--- src/rtl/register_file.sv ---
// 32-entry GPR file with HI/LO: one write port, two combinational read ports.
// Optional write-through bypass is enabled by defining REGISTER_FILE_BYPASS_EN.
module register_file #(
   parameter int DATA_WIDTH    = 32,
   parameter int ADDRESS_WIDTH = 5
) (
   input  logic                     clock,
   input  logic                     reset,
   input  logic                     write_enable,
   input  logic [ADDRESS_WIDTH-1:0] write_address,
   input  logic [DATA_WIDTH-1:0]    write_data,
   input  logic                     read_enable_a,
   input  logic [ADDRESS_WIDTH-1:0] read_address_a,
   output logic [DATA_WIDTH-1:0]    read_data_a,
   input  logic                     read_enable_b,
   input  logic [ADDRESS_WIDTH-1:0] read_address_b,
   output logic [DATA_WIDTH-1:0]    read_data_b,
   input  logic                     hi_write_enable,
   input  logic [DATA_WIDTH-1:0]    hi_write_data,
   input  logic                     lo_write_enable,
   input  logic [DATA_WIDTH-1:0]    lo_write_data,
   output logic [DATA_WIDTH-1:0]    hi_read_data,
   output logic [DATA_WIDTH-1:0]    lo_read_data
);

   localparam int REGISTER_COUNT = 2 ** ADDRESS_WIDTH;

   logic [DATA_WIDTH-1:0] registers [REGISTER_COUNT];
   logic [DATA_WIDTH-1:0] hi_register;
   logic [DATA_WIDTH-1:0] lo_register;

   logic gpr_write_valid;
   assign gpr_write_valid = write_enable && (write_address != '0);

   // NOTE: the whole array is cleared on reset because pre-reset contents must never
   // be readable afterwards; non-blocking assignments keep every register updating
   // from pre-edge values, and reset simply takes priority over all writes.
   always_ff @(posedge clock) begin
      if (reset) begin
         registers   <= '{default: '0};
         hi_register <= '0;
         lo_register <= '0;
      end else begin
         if (gpr_write_valid) begin
            registers[write_address] <= write_data;
         end
         if (hi_write_enable) begin
            hi_register <= hi_write_data;
         end
         if (lo_write_enable) begin
            lo_register <= lo_write_data;
         end
      end
   end

   // NOTE: every output gets a default first so no path through the block infers a latch.
   always_comb begin
      read_data_a = '0;
      if (!reset && read_enable_a && (read_address_a != '0)) begin
         read_data_a = registers[read_address_a];
`ifdef REGISTER_FILE_BYPASS_EN
         if (gpr_write_valid && (write_address == read_address_a)) begin
            read_data_a = write_data;
         end
`endif
      end
   end

   always_comb begin
      read_data_b = '0;
      if (!reset && read_enable_b && (read_address_b != '0)) begin
         read_data_b = registers[read_address_b];
`ifdef REGISTER_FILE_BYPASS_EN
         if (gpr_write_valid && (write_address == read_address_b)) begin
            read_data_b = write_data;
         end
`endif
      end
   end

   // HI/LO feed stage_ex, which layers its own mem/wb forwarding on top of these.
   always_comb begin
      hi_read_data = '0;
      lo_read_data = '0;
      if (!reset) begin
`ifdef REGISTER_FILE_BYPASS_EN
         hi_read_data = hi_write_enable ? hi_write_data : hi_register;
         lo_read_data = lo_write_enable ? lo_write_data : lo_register;
`else
         hi_read_data = hi_register;
         lo_read_data = lo_register;
`endif
      end
   end

endmodule
--- config.mk ---
export PLATFORM = sky130hd
export DESIGN_NAME = register_file
export DESIGN_NICKNAME = d
export VERILOG_FILES = /design/src/rtl/register_file.sv
export SDC_FILE = /design/constraint.sdc
export NUM_CORES = 2
export LEC_CHECK = 0
export CAP_MARGIN = 20
export CORE_MARGIN = 8
export CORE_UTILIZATION = 33
export DETAILED_ROUTE_END_ITERATION = 12
export PLACE_DENSITY = 0.54
export SYNTH_ARGS = -nofsm -noshare
export SYNTH_HDL_FRONTEND = slang
export SYNTH_SLANG_ARGS = --single-unit
--- constraint.sdc ---
create_clock -name clock -period 4 [get_ports clock]
set_clock_uncertainty 0.05 [all_clocks]
set_input_delay 1 -clock clock [delete_from_list [all_inputs] [get_ports clock]]
set_output_delay 1 -clock clock [all_outputs]
set_load 0.02 [all_outputs]
After elaboration in Yosys (flattened, before gate mapping)
Cells that the tools add are included.
Widths: inputs -> output; s select.
Operators by class
  magnitude comparators: 4
  mux-type cells: 13
  bitwise operators: 3
  reduce and logical (&&, ||, !) cells: 10
Operators with widths (count)
  $bwmux 1024: 1
  $bmux 32 s5: 2
  $mux 32: 9
  $demux 32 s5: 1
  $ge 6x6->1 const B: 3
  $not 5->6: 3
  $reduce_bool 5->1: 3
  $logic_and 1x1->1: 6
  $lt 6x1->1 const B: 1
  $logic_not 1->1: 1
Storage, ports and cells
  register bits after elaboration: 1088
  output and inout bits: 128

Logic depth before layout (Yosys ltp)
  depth in word-level cells: 6
  mapped depth: 9

Worst setup path before layout
OpenSTA, ideal clock, no wires.
  path kind: input to output
  start point: in read_address_a[0]
  end point: out read_data_a[20]
  arrival: 2.558 ns
  slack: 0.392 ns
  stages: 9
  buffers on the path: 5
  cells stage by stage: buf_6 > buf_12 > buf_12 > and2_1 > buf_6 > buf_6 > a221oi_1 > o21ai_1 > a32oi_1
On the way
  longest elaborated chain between the ends: 5
Ends and longest elaborated chain
  start: declaration: RTL line 13  | input logic [ADDRESS_WIDTH-1:0] read_address_a,
  $not 5->6 (not written as such): RTL line 60  | read_data_a = registers[read_address_a];
  $bmux 32 s5: RTL line 60
  $mux 32 (not written as such) (2 in series): RTL line 60
  $mux 32 *: RTL line 59  | if (!reset && read_enable_a && (read_address_a != '0)) begin
  end: declaration: RTL line 14  | output logic [DATA_WIDTH-1:0] read_data_a,
Every way passes the cells marked *; elsewhere a longest branch is shown, timed or not. The select of a mux whose other input is x is not followed.

Final worst setup path
  start point: in read_address_a[0]
  end point: out read_data_a[19]
Same word-level chain as after synthesis.

==> impl_metrics.toml <==
[clock_network]
cts_hold_buf = 0
path_clk_slew_ps = 60
cts.path.max_buffers = 3
cts_buffers = 130
cts_tree = "done"
cts_max_level = 4
clkLatencyLatePin_ps = 790
cts-root-buf = "clkbuf_16"
cts.sinks = 1088

[cells_and_area]
final_cell_area_um2 = 69800
nFillCells = 16244
drive_gt1_frac = 0.213
nNetsFinal = 6890
area_growth_pct = 26.4
final_util = 0.419

[placed_design]
pre_cts_ws_ps = -999
dpl_cell_area_um2 = 63000
dp_hpwl_um = 158000
portBuffers = 245
gp_congestion = 0.916

[routing]
drt-total-wl_um = 255000
drc = 0
routed_via_density = 5.84
wl_per_cell_um = 28.0
dr.pass1.iters = 7
drt_iter0_markers = 6527
ant_nets = 0
dr_total_vias = 52977

[sta]
slew_headroom = 0.264
fin_setup_tns_ps = -384
finalHoldViolations = 0
rsz0062_at_grt = "yes"
setup_slack_ps = -103
drv_slew = 0
post-route-period-util = 1.03
tightest_slew_ps = 1100
setup_violations = 10
fmax_mhz = 244
post-route-min-period_ps = 4100

[synthesis]
yosys.cell_count.top_type = "nand2_1"
synth_mux_area_frac = 0.231
yosysWarnings = 0
synth_top_family_by_area = "multiplexers"
synth_seq_cells = 1088
async_reset_ff_frac = 0
netlist.area_leader.share = 0.395
synth-edff-count = 0
yosys.area_share.simple = 0.172
synth.distinct_cells = 46
synth_nets = 6569
ys_seq_area_frac = 0.395
synth_xor_xnor_area_share = 0
synth_common_cells = "nand2_1, dfxtp_1, a21oi_1"
synth_top_area_cell = "dfxtp_1"
synthCells = 6451
synth_fa_ha_area_frac = 0
ys.flop_type = "dfxtp_1"
synth_area_leaders = "dfxtp_1, nand2_1, mux4_2"
synth.cell_area_um2 = 55200
synth.avg_cell_area_um2 = 8.56
synth-compound-area-share = 0.146

[setup_path]
cp-startpoint = "read_address_a[0]"
worstSetupEndpointType = "primary output"
r2r_start = "registers[217]$_SDFFE_PP0P_"
rr_worst_depth = 2
start_kind = "input pin"
required_ps = 2950
crit-reg2reg-capture = "registers[217]$_SDFFE_PP0P_"
path_max_fanout = 6
cp.arrival_ps = 3050
worstSetupPathType = "input pin to primary output"
crit_end = "read_data_a[19]"
r2r_setup_slack_ps = 3220

[floorplan]
rows = 150
core_um2 = 167000
start_util = 0.331
dieArea_um2 = 181000
die_x_um = 425
die_h_um = 425
io-pin-count = 246

[run]
cap_violations = 0

[global_routing]
track_usage = 0.266
grt_pass1_vias = 50387
antenna_found_initial = 5
overflow = 0
grt_pass1_wl_um = 357000
grt_max_degree = 222

[power]
total_power_mw = 26.2
ir_worst_vdd_mv = 0.433
leakage_nw = 24.5
p_per_area_nw_per_um2 = 376

[worst_hold_path]
hold_path_class = "register to register"
min_from = "registers[39]$_SDFFE_PP0P_"

[run_status]
violations = "setup timing"
outcome = "finished, violations left"
-- repair_timing --
action / CTS / global route
cloned: 10 / 6
buffers inserted: 44 / 31
setup endpoints to repair: 67 / 110
pin swaps: 40 / 33
resized for setup: 347 / 96
-- kinds of logic after synthesis --
kind of cell | after synthesis
DFF | 1088
and+or+nand+nor | 2380
buffers and inverters | 673
muxes | 892
AOI/OAI and AO/OA | 1418
-- worst min-delay path by stage --
| stage | to | cells past startpoint |
|---|---|---|
| 3_5_place_dp | registers[39]$_SDFFE_PP0P_ | 2 |
| 2_1_floorplan | registers[166]$_SDFFE_PP0P_ | 2 |
| 4_1_cts | registers[39]$_SDFFE_PP0P_ | 2 |
| 5_1_grt | registers[9]$_SDFFE_PP0P_ | 2 |
| 6_report | registers[39]$_SDFFE_PP0P_ | 2 |
| 3_3_place_gp | registers[780]$_SDFFE_PP0P_ | 2 |
-- power by group --
part | internal (mW) | switching, mW
Clock | 7.11 | 5.01
Combinational | 1.25 | 1.86
Sequential | 10.9 | 0.0732
-- metal layers --
metal / part of all wire / wire, um / track usage
met1: 0.38 / 95800 / 0.326
met2: 0.46 / 116000 / 0.429
met3: 0.096 / 24600 / 0.0602
met4: 0.071 / 18000 / 0.157
met5: 0 / 0 / 0
-- area by class of cell --
class / instances / area [um^2] / area share
Antenna cell: 5 / 12.5 / 0.000179
Clock buffer: 187 / 3710 / 0.0532
Clock inverter: 39 / 548 / 0.00785
Inverter: 7 / 31.3 / 0.000448
Multi-Input combinational cell: 4690 / 31500 / 0.452
Sequential cell: 1088 / 21800 / 0.312
Tap cell: 2204 / 2760 / 0.0395
Timing Repair Buffer: 855 / 9440 / 0.135
-- stage by stage --
| stage | hold WS [ps] | instances |
|---|---|---|
| 3_3_place_gp | 398 | 8764 |
| 3_5_place_dp | 407 | 8764 |
| 5_1_grt | 430 | 9071 |
| 6_report | 415 | 9075 |
| 2_1_floorplan | 393 | 6451 |
| 4_1_cts | 415 | 9038 |
-- placed cells by master (no fill, tap or decap), types with 17 or more instances in the layout --
cell type           n
mux2i_1           504
a32oi_2            31
buf_2              24
nand3_1            49
a22oi_1           151
clkbuf_8           21
nor2_4             18
buf_6              45
a21oi_1          1008
mux2_4             23
nand2_2            30
nand2b_1           17
mux4_2            295
clkdlybuf4s50_1   166
buf_4             433
nor2_1             68
a221oi_1           56
mux2_2             70
nand2_1          2024
clkbuf_1           35
a32oi_1            25
o211ai_1           18
clkbuf_16         139
o21ai_0            39
buf_12            138
nor2b_1            99
buf_16             21
a21oi_2            21
dfxtp_1          1088
-- flip-flops by register name, indices dropped and copies added (netlist names) --
name and cells:
registers 1024, hi_register 32, lo_register 32
-- critical path, cell delays in order --
cell,delay (ps)
buf_16,110
buf_8,110
buf_12,120
buf_12,130
buf_16,130
mux4_2,510
mux4_2,470
nand2b_1,100
nand3_2,80
buf_6,150
buf_12,120
Power figures use the tool's default switching activity.
